File: config.mk
export PLATFORM = sky130hd
export DESIGN_NAME = lin_ahb_sram_slave_flat
export DESIGN_NICKNAME = d
export VERILOG_FILES = /design/src/rtl/lin_ahb_sram_pkg.sv /design/src/rtl/lin_ahb_sram_slave_if.sv /design/src/rtl/lin_ahb_sram_be_gen.sv /design/src/rtl/lin_ahb_sram_slave.sv /design/src/flat_wrapper.sv
export SDC_FILE = /design/constraint.sdc
export NUM_CORES = 1
export LEC_CHECK = 0
export BUFFER_PORTS_ARGS = -buffer_cell sky130_fd_sc_hd__clkbuf_2
export CORE_UTILIZATION = 31
export CTS_CLUSTER_SIZE = 25
export DETAILED_ROUTE_END_ITERATION = 16
export PLACE_DENSITY_LB_ADDON = 0.08
export SLEW_MARGIN = 20
export SYNTH_ARGS = -nofsm -noshare
export SYNTH_HDL_FRONTEND = slang
export SYNTH_SLANG_ARGS = --single-unit
export TNS_END_PERCENT = 50
File: constraint.sdc
create_clock -name hclk -period 1.8 [get_ports hclk]
set_input_delay 0.36 -clock hclk [delete_from_list [all_inputs] [get_ports hclk]]
set_output_delay 0.36 -clock hclk [all_outputs]
set_load 0.01 [all_outputs]
File: src/rtl/lin_ahb_sram_pkg.sv
// Shared encodings for the AHB-to-SRAM slave: transfer type, response, size and FSM states.
package lin_ahb_sram_pkg;

    localparam logic [1:0] HTRANS_IDLE   = 2'b00;
    localparam logic [1:0] HTRANS_BUSY   = 2'b01;
    localparam logic [1:0] HTRANS_NONSEQ = 2'b10;
    localparam logic [1:0] HTRANS_SEQ    = 2'b11;

    localparam logic [1:0] HRESP_OKAY  = 2'b00;
    localparam logic [1:0] HRESP_ERROR = 2'b01;

    localparam logic [2:0] HSIZE_BYTE = 3'b000;
    localparam logic [2:0] HSIZE_HALF = 3'b001;
    localparam logic [2:0] HSIZE_WORD = 3'b010;

    localparam logic [3:0] BE_ALL = 4'b1111;

    typedef enum logic [2:0] {
        ST_IDLE    = 3'd0,
        ST_WR      = 3'd1,
        ST_RD      = 3'd2,
        ST_RD_WAIT = 3'd3,
        ST_ERR1    = 3'd4,
        ST_ERR2    = 3'd5
    } state_e;

endpackage

File: src/rtl/lin_ahb_sram_slave_if.sv
// AHB-Lite slave-side bus bundle; hready is the bus-level ready returned by the interconnect.
interface lin_ahb_sram_slave_if #(
    parameter int ADDR_WIDTH = 16,
    parameter int DATA_WIDTH = 32
);
    logic                  hsel;
    logic [ADDR_WIDTH-1:0] haddr;
    logic [1:0]            htrans;
    logic [2:0]            hsize;
    logic [2:0]            hburst;
    logic                  hwrite;
    logic                  hready;
    logic [DATA_WIDTH-1:0] hwdata;
    logic                  hreadyout;
    logic [1:0]            hresp;
    logic [DATA_WIDTH-1:0] hrdata;

    modport master (
        output hsel, haddr, htrans, hsize, hburst, hwrite, hready, hwdata,
        input  hreadyout, hresp, hrdata
    );

    modport slave (
        input  hsel, haddr, htrans, hsize, hburst, hwrite, hready, hwdata,
        output hreadyout, hresp, hrdata
    );
endinterface

File: src/rtl/lin_ahb_sram_be_gen.sv
// Byte-lane decode of address LSBs and transfer size, flagging oversize or misaligned transfers.
// Purely combinational, no backpressure.
module lin_ahb_sram_be_gen
    import lin_ahb_sram_pkg::*;
(
    input  logic [1:0] addr_lo,
    input  logic [2:0] hsize,
    output logic [3:0] be,
    output logic       err
);

    always_comb begin
        be  = 4'b0000;
        err = 1'b0;
        case (hsize)
            HSIZE_BYTE: be = 4'b0001 << addr_lo;
            HSIZE_HALF: begin
                be  = addr_lo[1] ? 4'b1100 : 4'b0011;
                err = addr_lo[0];
            end
            HSIZE_WORD: begin
                be  = BE_ALL;
                err = |addr_lo;
            end
            default: err = 1'b1;
        endcase
    end

endmodule

File: src/rtl/lin_ahb_sram_slave.sv
// AHB-Lite slave bridging onto a single-port synchronous SRAM with one-cycle read latency.
// Zero-wait writes and reads; one wait state for a read right after a write, two-cycle ERROR.
module lin_ahb_sram_slave
    import lin_ahb_sram_pkg::*;
#(
    parameter int ADDR_WIDTH = 16,
    parameter int DATA_WIDTH = 32
) (
    input  logic                  hclk,
    input  logic                  hresetn,
    lin_ahb_sram_slave_if.slave   ahb,
    output logic                  sram_cs,
    output logic                  sram_we,
    output logic [3:0]            sram_be,
    output logic [ADDR_WIDTH-3:0] sram_addr,
    output logic [DATA_WIDTH-1:0] sram_wdata,
    input  logic [DATA_WIDTH-1:0] sram_rdata
);

    state_e                state_q;
    state_e                state_nxt;
    logic [ADDR_WIDTH-3:0] addr_q;
    logic [3:0]            be_q;
    logic [2:0]            size_q;

    logic [3:0]            be_dec;
    logic                  size_err;
    logic                  evaluating;
    logic                  accept;
    logic                  acc_wr;
    logic                  acc_rd;
    logic                  acc_err;
    logic                  rd_now;

    lin_ahb_sram_be_gen u_be_gen (
        .addr_lo (ahb.haddr[1:0]),
        .hsize   (ahb.hsize),
        .be      (be_dec),
        .err     (size_err)
    );

    // RD_WAIT and ERR1 stall the bus, so no new address phase can be taken there.
    assign evaluating = (state_q != ST_RD_WAIT) && (state_q != ST_ERR1);
    assign accept     = hresetn & evaluating & ahb.hsel & ahb.hready & ahb.htrans[1];
    assign acc_err    = accept & size_err;
    assign acc_wr     = accept & ~size_err & ahb.hwrite;
    assign acc_rd     = accept & ~size_err & ~ahb.hwrite;
    // The RAM port belongs to the write data phase in WR, so a read there is deferred.
    assign rd_now     = acc_rd & (state_q != ST_WR);

    always_ff @(posedge hclk or negedge hresetn) begin
        if (!hresetn) begin
            state_q <= ST_IDLE;
        end else begin
            state_q <= state_nxt;
        end
    end

    always_comb begin
        state_nxt = state_q;
        case (state_q)
            ST_RD_WAIT: state_nxt = ST_RD;
            ST_ERR1:    state_nxt = ST_ERR2;
            default: begin
                if (ahb.hready) begin
                    if (acc_err) begin
                        state_nxt = ST_ERR1;
                    end else if (acc_wr) begin
                        state_nxt = ST_WR;
                    end else if (acc_rd) begin
                        state_nxt = (state_q == ST_WR) ? ST_RD_WAIT : ST_RD;
                    end else begin
                        state_nxt = ST_IDLE;
                    end
                end
            end
        endcase
    end

    always_ff @(posedge hclk or negedge hresetn) begin
        if (!hresetn) begin
            addr_q <= '0;
            be_q   <= 4'b0000;
            size_q <= 3'b000;
        end else if (acc_wr || acc_rd) begin
            addr_q <= ahb.haddr[ADDR_WIDTH-1:2];
            be_q   <= acc_wr ? be_dec : BE_ALL;
            size_q <= ahb.hsize;
        end
    end

    always_comb begin
        ahb.hreadyout = 1'b1;
        ahb.hresp     = HRESP_OKAY;
        ahb.hrdata    = '0;
        sram_cs       = 1'b0;
        sram_we       = 1'b0;
        sram_be       = 4'b0000;
        sram_addr     = '0;
        sram_wdata    = '0;
        case (state_q)
            ST_WR: begin
                sram_cs    = 1'b1;
                sram_we    = 1'b1;
                sram_be    = be_q;
                sram_addr  = addr_q;
                sram_wdata = ahb.hwdata;
            end
            ST_RD: begin
                ahb.hrdata = sram_rdata;
            end
            ST_RD_WAIT: begin
                ahb.hreadyout = 1'b0;
                sram_cs       = 1'b1;
                sram_be       = BE_ALL;
                sram_addr     = addr_q;
            end
            ST_ERR1: begin
                ahb.hreadyout = 1'b0;
                ahb.hresp     = HRESP_ERROR;
            end
            ST_ERR2: begin
                ahb.hresp = HRESP_ERROR;
            end
            default: ;
        endcase
        if (rd_now) begin
            sram_cs   = 1'b1;
            sram_we   = 1'b0;
            sram_be   = BE_ALL;
            sram_addr = ahb.haddr[ADDR_WIDTH-1:2];
        end
    end

    // hburst is ignored; htrans[0] only separates NONSEQ from SEQ, which are treated alike.
    logic unused_bits;
    assign unused_bits = ^{1'b0, ahb.hburst, ahb.htrans[0], size_q};

endmodule

File: src/flat_wrapper.sv
// flat-port wrapper written by rule: the top's interface ports become plain ports
module lin_ahb_sram_slave_flat import lin_ahb_sram_pkg::*;
#(
    parameter int ADDR_WIDTH = 16,
    parameter int DATA_WIDTH = 32
)
  (hclk, hresetn, sram_cs, sram_we, sram_be, sram_addr, sram_wdata, sram_rdata, ahb_hsel, ahb_haddr, ahb_htrans, ahb_hsize, ahb_hburst, ahb_hwrite, ahb_hready, ahb_hwdata, ahb_hreadyout, ahb_hresp, ahb_hrdata);
  lin_ahb_sram_slave_if #(.ADDR_WIDTH(ADDR_WIDTH), .DATA_WIDTH(DATA_WIDTH)) ahb_i ();
  input  logic hclk;
  input  logic hresetn;
  output logic sram_cs;
  output logic sram_we;
  output logic [3:0] sram_be;
  output logic [ADDR_WIDTH-3:0] sram_addr;
  output logic [DATA_WIDTH-1:0] sram_wdata;
  input  logic [DATA_WIDTH-1:0] sram_rdata;
  input wire logic [$bits(ahb_i.hsel)-1:0] ahb_hsel;
  input wire logic [$bits(ahb_i.haddr)-1:0] ahb_haddr;
  input wire logic [$bits(ahb_i.htrans)-1:0] ahb_htrans;
  input wire logic [$bits(ahb_i.hsize)-1:0] ahb_hsize;
  input wire logic [$bits(ahb_i.hburst)-1:0] ahb_hburst;
  input wire logic [$bits(ahb_i.hwrite)-1:0] ahb_hwrite;
  input wire logic [$bits(ahb_i.hready)-1:0] ahb_hready;
  input wire logic [$bits(ahb_i.hwdata)-1:0] ahb_hwdata;
  output wire logic [$bits(ahb_i.hreadyout)-1:0] ahb_hreadyout;
  output wire logic [$bits(ahb_i.hresp)-1:0] ahb_hresp;
  output wire logic [$bits(ahb_i.hrdata)-1:0] ahb_hrdata;
  assign ahb_i.hsel = ahb_hsel;
  assign ahb_i.haddr = ahb_haddr;
  assign ahb_i.htrans = ahb_htrans;
  assign ahb_i.hsize = ahb_hsize;
  assign ahb_i.hburst = ahb_hburst;
  assign ahb_i.hwrite = ahb_hwrite;
  assign ahb_i.hready = ahb_hready;
  assign ahb_i.hwdata = ahb_hwdata;
  assign ahb_hreadyout = ahb_i.hreadyout;
  assign ahb_hresp = ahb_i.hresp;
  assign ahb_hrdata = ahb_i.hrdata;
  lin_ahb_sram_slave #(.ADDR_WIDTH(ADDR_WIDTH), .DATA_WIDTH(DATA_WIDTH)) u_core (.hclk(hclk), .hresetn(hresetn), .ahb(ahb_i), .sram_cs(sram_cs), .sram_we(sram_we), .sram_be(sram_be), .sram_addr(sram_addr), .sram_wdata(sram_wdata), .sram_rdata(sram_rdata));
endmodule
== Word-level counts from Yosys, hierarchy flattened ==
Index checks and enable logic that the tools add are counted.

* Flip-flop bits (word level): 21
* Output and inout port bits: 87
* Logic and storage cells: 55

* Equality and inequality tests: 10
* Shifts and indexed selects: 1
* Muxes and demuxes: 22
* Bitwise logic cells: 11
* Reductions and logical operators: 8

{| class="wikitable"
|+ Operators by type and width
! cell !! number
|-
| $mux W32 || 2
|-
| $mux W14 || 2
|-
| $mux W3 || 4
|-
| $mux W4 || 3
|-
| $pmux W4 S3 || 1
|-
| $and A1 B1 Y1 || 9
|-
| $eq A3 B2 Y1 const B || 3
|-
| $pmux W4 S2 || 1
|-
| $reduce_or A2 Y1 || 4
|-
| $mux W1 || 7
|-
| $eq A3 B1 Y1 const B || 2
|-
| $eq A3 B3 Y1 const B || 2
|-
| $pmux W3 S2 || 1
|-
| $shl A1 B2 Y4 const A || 1
|-
| $logic_not A3 Y1 || 1
|-
| $ne A3 B1 Y1 const B || 1
|-
| $ne A3 B2 Y1 const B || 1
|-
| $ne A3 B3 Y1 const B || 1
|-
| $pmux W1 S3 || 1
|-
| $reduce_bool A3 Y1 || 1
|-
| $not A1 Y1 || 2
|-
| $logic_and A1 B1 Y1 || 1
|-
| $logic_or A1 B1 Y1 || 1
|}

== Logic depth before layout (Yosys ltp) ==
Gate-level depths: netlist of the first run.

* Depth in word-level cells: 13
* Gate-level depth with buffers: 5
* Depth with buffers taken out: 4

== Cells and area by module ==
From an unflattened synthesis of the first run, not the netlist that was laid out.

* Cells, all modules: 230
* Area, all modules: 1,938.1 um^2

{| class="wikitable"
|+ By module, submodules not included
! module !! instances !! cells each !! area each (um^2) !! sequential area each (um^2)
|-
| lin_ahb_sram_slave || 1 || 215 || 1,860.5 || 525.5
|-
| lin_ahb_sram_be_gen || 1 || 15 || 77.6 || 0.0
|}

== Worst setup path after synthesis of the first run ==
OpenSTA, ideal clock, no wires.

* Path type: register to output
* From: register u_core.state_q[0]
* To: output sram_addr[10]
* Arrival time: 1,561 ps
* Slack: -121 ps
* Stages on the path, launching flop included: 6
* Cell sequence: dfrtp_1 nor2b_1 a21o_2 nor4_4 buf_6 a22o_1

* Cells in the longest elaborated chain, start to end: 10

{| class="wikitable"
|+ RTL lines
! item !! line !! text
|-
| start: declaration || lin_ahb_sram_slave.sv:20 || <nowiki>state_e state_q;</nowiki>
|-
| start signal: assignment || lin_ahb_sram_slave.sv:55 || <nowiki>state_q <= state_nxt;</nowiki>
|-
| $ne A3 B2 Y1 / $ne A3 B3 Y1 (equally long branches) || lin_ahb_sram_slave.sv:43 || <nowiki>assign evaluating = (state_q != ST_RD_WAIT) && (state_q != ST_ERR1);</nowiki>
|-
| $logic_and A1 B1 Y1 || lin_ahb_sram_slave.sv:43 ||
|-
| $and A1 B1 Y1 (4 in series) || lin_ahb_sram_slave.sv:44 || <nowiki>assign accept = hresetn & evaluating & ahb.hsel & ahb.hready & ahb.htrans[1];</nowiki>
|-
| $and A1 B1 Y1 (2 in series) || lin_ahb_sram_slave.sv:47 || <nowiki>assign acc_rd = accept & ~size_err & ~ahb.hwrite;</nowiki>
|-
| $and A1 B1 Y1 || lin_ahb_sram_slave.sv:49 || <nowiki>assign rd_now = acc_rd & (state_q != ST_WR);</nowiki>
|-
| $mux W14 * || lin_ahb_sram_slave.sv:127 || <nowiki>if (rd_now) begin</nowiki>
|-
| end: declaration || flat_wrapper.sv:14 || <nowiki>output logic [ADDR_WIDTH-3:0] sram_addr;</nowiki>
|}

Every way passes the cells marked *; elsewhere a longest branch is shown, timed or not.

== Worst setup path after layout of the first run ==
* From: register u_core.state_q[2]
* To: output sram_addr[11]

Same word-level chain as after synthesis.

==> flow_summary.json, run 1 <==
{
  "ys_top_cells_by_count": "and2_1, dfrtp_1, mux2_1, a22o_1, o21ai_0",
  "arrival_ps": 1810,
  "max_freq_ghz": 0.460,
  "syn_nets": 271,
  "hold_class": "primary input to async pin",
  "instances_no_fill": 441,
  "cp-start-kind": "flop",
  "clockBufferDepth": 2,
  "syn_inst": 178,
  "yosysSeqAreaShare_pct": 32.6,
  "yosysMostFrequentCell": "and2_1",
  "setup_tns_ps": -20610,
  "clkSinkCount": 21,
  "slew_violations": 0,
  "synth_area_leaders": "dfrtp_1, and2_1, mux2_1, a22o_1, o21ai_0",
  "path_clk_slew_ps": 70,
  "powerDensity_nw_per_um2": 769,
  "fin_area_um2": 2990,
  "area_growth_pct": 85.4,
  "clock_skew_ps": 1.87,
  "crit_fanout": 18,
  "antenna_found_initial": 0,
  "met1_usage_pct": 20.3,
  "drc": 0,
  "dp_cells": 428,
  "synth_edf_count": 0,
  "cts-root-buf": "clkbuf_8",
  "synth_top_area_share_pct": 32.6,
  "rsz0062_at_grt": "true",
  "numCtsBuffers": 3,
  "status": "complete, but fails checks",
  "layout-drive-gt1-share_pct": 60.2,
  "ir_worst_vdd_v": 0.000695,
  "drtIter0Drc": 33,
  "cts_tree": "built",
  "syn_avg_cell_area_um2": 9.07,
  "finalPower_w": 0.00230,
  "netlist_area_um2": 1610,
  "vias_per_cell": 4.38,
  "synth.distinct_cells": 27,
  "cp-end-kind": "output pin",
  "setup_ws_ps": -375,
  "violations": "setup timing",
  "period_needed_ps": 2170,
  "drtPass1Iterations": 4,
  "die_h_um": 74.2,
  "wl_per_cell_um": 11.8,
  "grt_pass1_wl_um": 6970,
  "utilization_pct": 61.3,
  "ys_warn_count": 0,
  "finalHoldViolations": 0,
  "p_leak_nw": 1.77,
  "async_flop_share_pct": 100,
  "setup_viol": 102,
  "grt_pass1_vias": 1513,
  "drv_cap": 0,
  "fin_nets": 468,
  "worstSetupPathType": "flop to output pin",
  "floorplan.rows": 25,
  "fin_crit_sh_pct": 121,
  "cts_hold_buf": 0,
  "start_util_pct": 33.1,
  "clkLatencyLatePin_ps": 260,
  "core_um2": 4880,
  "grt_use_total_pct": 16.4,
  "port_buffers": 174,
  "fill_cells": 468,
  "grt_use_met3_pct": 2.85,
  "globalplace.congestion": 0.779,
  "ys_seq_elements": 21,
  "worst_ep_required_time_ps": 1440,
  "yosysTopAreaCell": "dfrtp_1",
  "dpl.hpwl_um": 4050,
  "ios": 180,
  "met2_usage_pct": 29.9,
  "placed_cell_area_um2": 2720,
  "fp.dieW_um": 74.2,
  "via_count": 1931,
  "finalWirelength_um": 5220,
  "grt-busiest-layer": "met2",
  "yosys_most_used_dff": "dfrtp_1",
  "grt_start_max_net_pins": 34,
  "drtAntennaViolNets": 0,
  "die-area_um2": 5500,
  "diodes": 0,
  "htreeDepth": 1,
  "gr-total-overflow": 0
}
## layout make-up
class / instances / area (um2) / share of cell area [%]
Clock buffer: 4 / 45.0 / 1.51
Timing Repair Buffer: 205 / 1250 / 41.8
Multi-Input combinational cell: 140 / 1070 / 35.8
Tap cell: 67 / 83.8 / 2.80
Inverter: 4 / 15.0 / 0.502
Sequential cell: 21 / 527 / 17.6
## sequential cells by signal, summed over array words and instances (netlist names)
| name | count |
|---|---|
| u_core.addr_q | 14 |
| u_core.state_q | 3 |
| u_core.be_q | 4 |
## cell families (layout without fill, tap and decap cells)
family / count (synthesis) / in the layout / synth area share [%]
simple gates: 84 / 84 / 33.3
flops: 21 / 21 / 32.6
mux: 18 / 18 / 12.6
buf+inv: 17 / 213 / 5.12
other cells: 1 / 1 / 0.232
compound gates: 37 / 37 / 16.2
## worst paths after layout
path	slack (ps)	cells after the start	from	to
max in group asynchronous	1430	2	hresetn	u_core.state_q[1]
worst min-delay path	130	2	hresetn	u_core.addr_q[0]
worst max register to register	-150	8	u_core.state_q[2]	u_core.addr_q[4]
worst min register to register	490	1	u_core.addr_q[11]	u_core.addr_q[11]
worst max-delay path	-370	6	u_core.state_q[2]	sram_addr[11]
min in group hclk	330	2	ahb_haddr[12]	u_core.addr_q[10]
## power breakdown
part / internal (W) / switching, W
combinational: 0.000714 / 0.000613
sequential: 0.000602 / 0.0000706
clock: 0.000158 / 0.000145
## layer usage
| metal | vias up | wire, um |
|---|---|---|
| met5 | - | 0 |
| met4 | 0 | 42 |
| met3 | 7 | 348 |
| met2 | 76 | 2750 |
| met1 | 853 | 2080 |
| li1 | 995 | - |
## stage by stage
stage	hold slack (ps)	setup slack, ps
after CTS	135	-405
final	132	-375
after floorplan	64.4	-100
after global placement	409	-143
after global routing	156	-492
after detailed placement	417	-157
## placed cells by master (no fill, tap or decap), drive strengths merged, types with 2 or more instances in the layout
cell type,n
buf,80
a22o,15
inv,4
clkbuf,129
a21oi,6
dfrtp,21
and2,64
nor2,2
nand2b,6
nor3b,2
mux2,18
nor3,2
a21o,3
nor2b,2
or2,2
o21ai,10
## worst max-delay path, cell delays in order, from the launching register on
cell and delay, ps:
dfrtp_1 420, nor3b_4 170, a21o_4 190, nor4_4 320
buf_12 180, a22o_1 140, buf_2 120
## what timing repair did
item	4_1_cts	5_1_grt
gates resized for setup	10	67
setup endpoints to repair	103	104
pin swaps	2	4
buffers inserted	3	4
hold endpoints to repair	0	0
cloned	2	0
Note: power is estimated with default switching activity, not from simulation.
==> inputs of run 2 (changes only) <==
- CELL_PAD_IN_SITES_DETAIL_PLACEMENT: default -> 1
- CELL_PAD_IN_SITES_GLOBAL_PLACEMENT: default -> 1
- CORE_UTILIZATION: 31 -> 20
==> run 2 against run 1 <==
The flow still finishes with violations (setup timing). Final cell count up 7.0%. Power fell by 3.2%. Maximum frequency decreased by 0.73%. Hold slack improved by 24 ps. Global-route usage down 3.2 points. Sequential cell count is the same. Non-clock buffer count down 4. Worst setup slack lost 16 ps. First-iteration DRC count rose by 48%. Largest cell class unchanged. Largest power group unchanged. Highest routed layer unchanged.
==> flow_summary.json, run 2 (synthesized netlist as in run 1, its figures left out) <==
{
  "status": "complete, but fails checks",
  "violations": "setup timing",
  "antenna_found_initial": 0,
  "finalHoldViolations": 0,
  "layout-drive-gt1-share_pct": 58.1,
  "registers.top_by_ff_count": "u_core.addr_q",
  "via_count": 2033,
  "largestRegisters": "u_core.addr_q (14), u_core.be_q (4), u_core.state_q (3)",
  "ir_worst_vdd_v": 0.000286,
  "slew_violations": 0,
  "period_needed_ps": 2190,
  "p_seq_share_pct": 30.0,
  "worstSetupPathType": "flop to output pin",
  "post-place-ws_ps": -181,
  "p_clk_share_pct": 14.1,
  "fin_nets": 464,
  "clkSinkCount": 21,
  "grt_use_total_pct": 13.2,
  "path_clk_slew_ps": 80,
  "drtIter0Drc": 49,
  "layout_common_cells": "clkbuf_2, and2_1, buf_2",
  "cp-start-kind": "flop",
  "start_util_pct": 20.8,
  "wl_per_cell_um": 12.2,
  "rsz0062_at_grt": "true",
  "clockBufferDepth": 2,
  "cts_hold_buf": 0,
  "cts-root-buf": "clkbuf_8",
  "switching_share_pct": 37.7,
  "die_h_um": 91.8,
  "floorplan.rows": 32,
  "die-area_um2": 8430,
  "dr_wl_met3_um": 496,
  "wl_met2_um": 2910,
  "diodes": 0,
  "fp.dieW_um": 91.8,
  "htreeDepth": 1,
  "internal_power_w": 0.00139,
  "setup_viol": 85,
  "drc": 0,
  "p_leak_nw": 1.71,
  "globalplace.congestion": 0.725,
  "top_layer_used": "met4",
  "port_buffers": 174,
  "p_comb_share_pct": 55.8,
  "gr-total-overflow": 0,
  "layout_commonest_cell": "clkbuf_2",
  "largest_reg_flops": 14,
  "grt_pass1_wl_um": 9070,
  "setup_ws_ps": -391,
  "instances_no_fill": 472,
  "dp_cells": 464,
  "clock_skew_ps": 1.42,
  "grt_pass1_vias": 1965,
  "fin_crit_sh_pct": 122,
  "drv_cap": 0,
  "drtPass1Iterations": 4,
  "arrival_ps": 1830,
  "utilization_pct": 37.3,
  "crit_fanout": 18,
  "clkLatencyLatePin_ps": 260,
  "worst_ep_required_time_ps": 1440,
  "switchingPower_w": 0.000840,
  "numCtsBuffers": 3,
  "max_freq_ghz": 0.456,
  "powerDensity_nw_per_um2": 768,
  "core_um2": 7770,
  "ios": 180,
  "hold_class": "primary input to async pin",
  "cts_tree": "built",
  "finalWirelength_um": 5770,
  "dpl.hpwl_um": 4820,
  "met1_length_um": 2320,
  "grt_start_max_net_pins": 34,
  "area_growth_pct": 79.7,
  "drtAntennaViolNets": 0,
  "vias_per_cell": 4.31,
  "cp-end-kind": "output pin"
}
==> run 2: cell types whose count changed in the layout (fill, tap and decap cells not counted), sizes merged <==
cell / change
buf: -22
clkbuf: +17
clkinv: +1
==> run 2: metal layers <==
layer | GRT usage [%] | vias to the layer above
li1 | - | 990
met1 | 15.9 | 936
met2 | 24.1 | 105
met3 | 2.99 | 2
met4 | 2.34 | 0
met5 | 0 | -
==> run 2: area by class of cell <==
class                      instances  area (um2)
inverter                           4        15.0
clock buffer                       3        41.3
multi-input combinational        140        1040
sequential                        21         526
timing repair buffer             201        1140
fill                             991        4870
tap                              102         128
clock inverter                     1        5.00
==> run 2: per-stage QoR <==
stage	hold slack (ps)	power (W)	TNS, ps	cell area, um2
CTS	169	0.00226	-24910	2880
floorplan	64.4	0.00131	-988	1620
detailed placement	457	0.00188	-5970	2750
global placement	453	0.00188	-5470	2750
global route	176	0.00241	-27990	2900
finish	155	0.00223	-19520	2900
==> run 2: critical path, stage by stage, from the launching register on <==
cell      delay (ps)
dfrtp_1          420
nor3b_1          170
a21o_4           200
nor4_4           320
buf_12           190
a22o_1           140
clkbuf_2         130
==> run 2: worst paths after layout <==
| kind | startpoint | end | slack, ps | cells after the start |
|---|---|---|---|---|
| max reg2reg | u_core.state_q[2] | u_core.addr_q[1] | 30 | 6 |
| max in group asynchronous | hresetn | u_core.be_q[3] | 1430 | 2 |
| min | hresetn | u_core.addr_q[4] | 160 | 2 |
| max | u_core.state_q[2] | sram_addr[13] | -390 | 6 |
| min in group hclk | ahb_haddr[10] | u_core.addr_q[8] | 330 | 2 |
| min reg2reg | u_core.be_q[0] | u_core.be_q[0] | 480 | 1 |
==> run 2: repair_timing <==
action	in CTS	in global routing
hold endpoints to repair	0	0
pin swaps	2	1
setup buffers	3	1
cloned	1	0
endpoints found under the setup margin	103	104
gates resized for setup	6	37
==> run 2: power groups by stage <==
stage | Clock (W) | Sequential [W] | Combinational (W)
after global placement | 0 | 0.000675 | 0.00120
final | 0.000315 | 0.000668 | 0.00124
after detailed placement | 0 | 0.000684 | 0.00120
after global routing | 0.000343 | 0.000686 | 0.00138
after CTS | 0.000332 | 0.000669 | 0.00126
after floorplan | 0 | 0.000666 | 0.000641
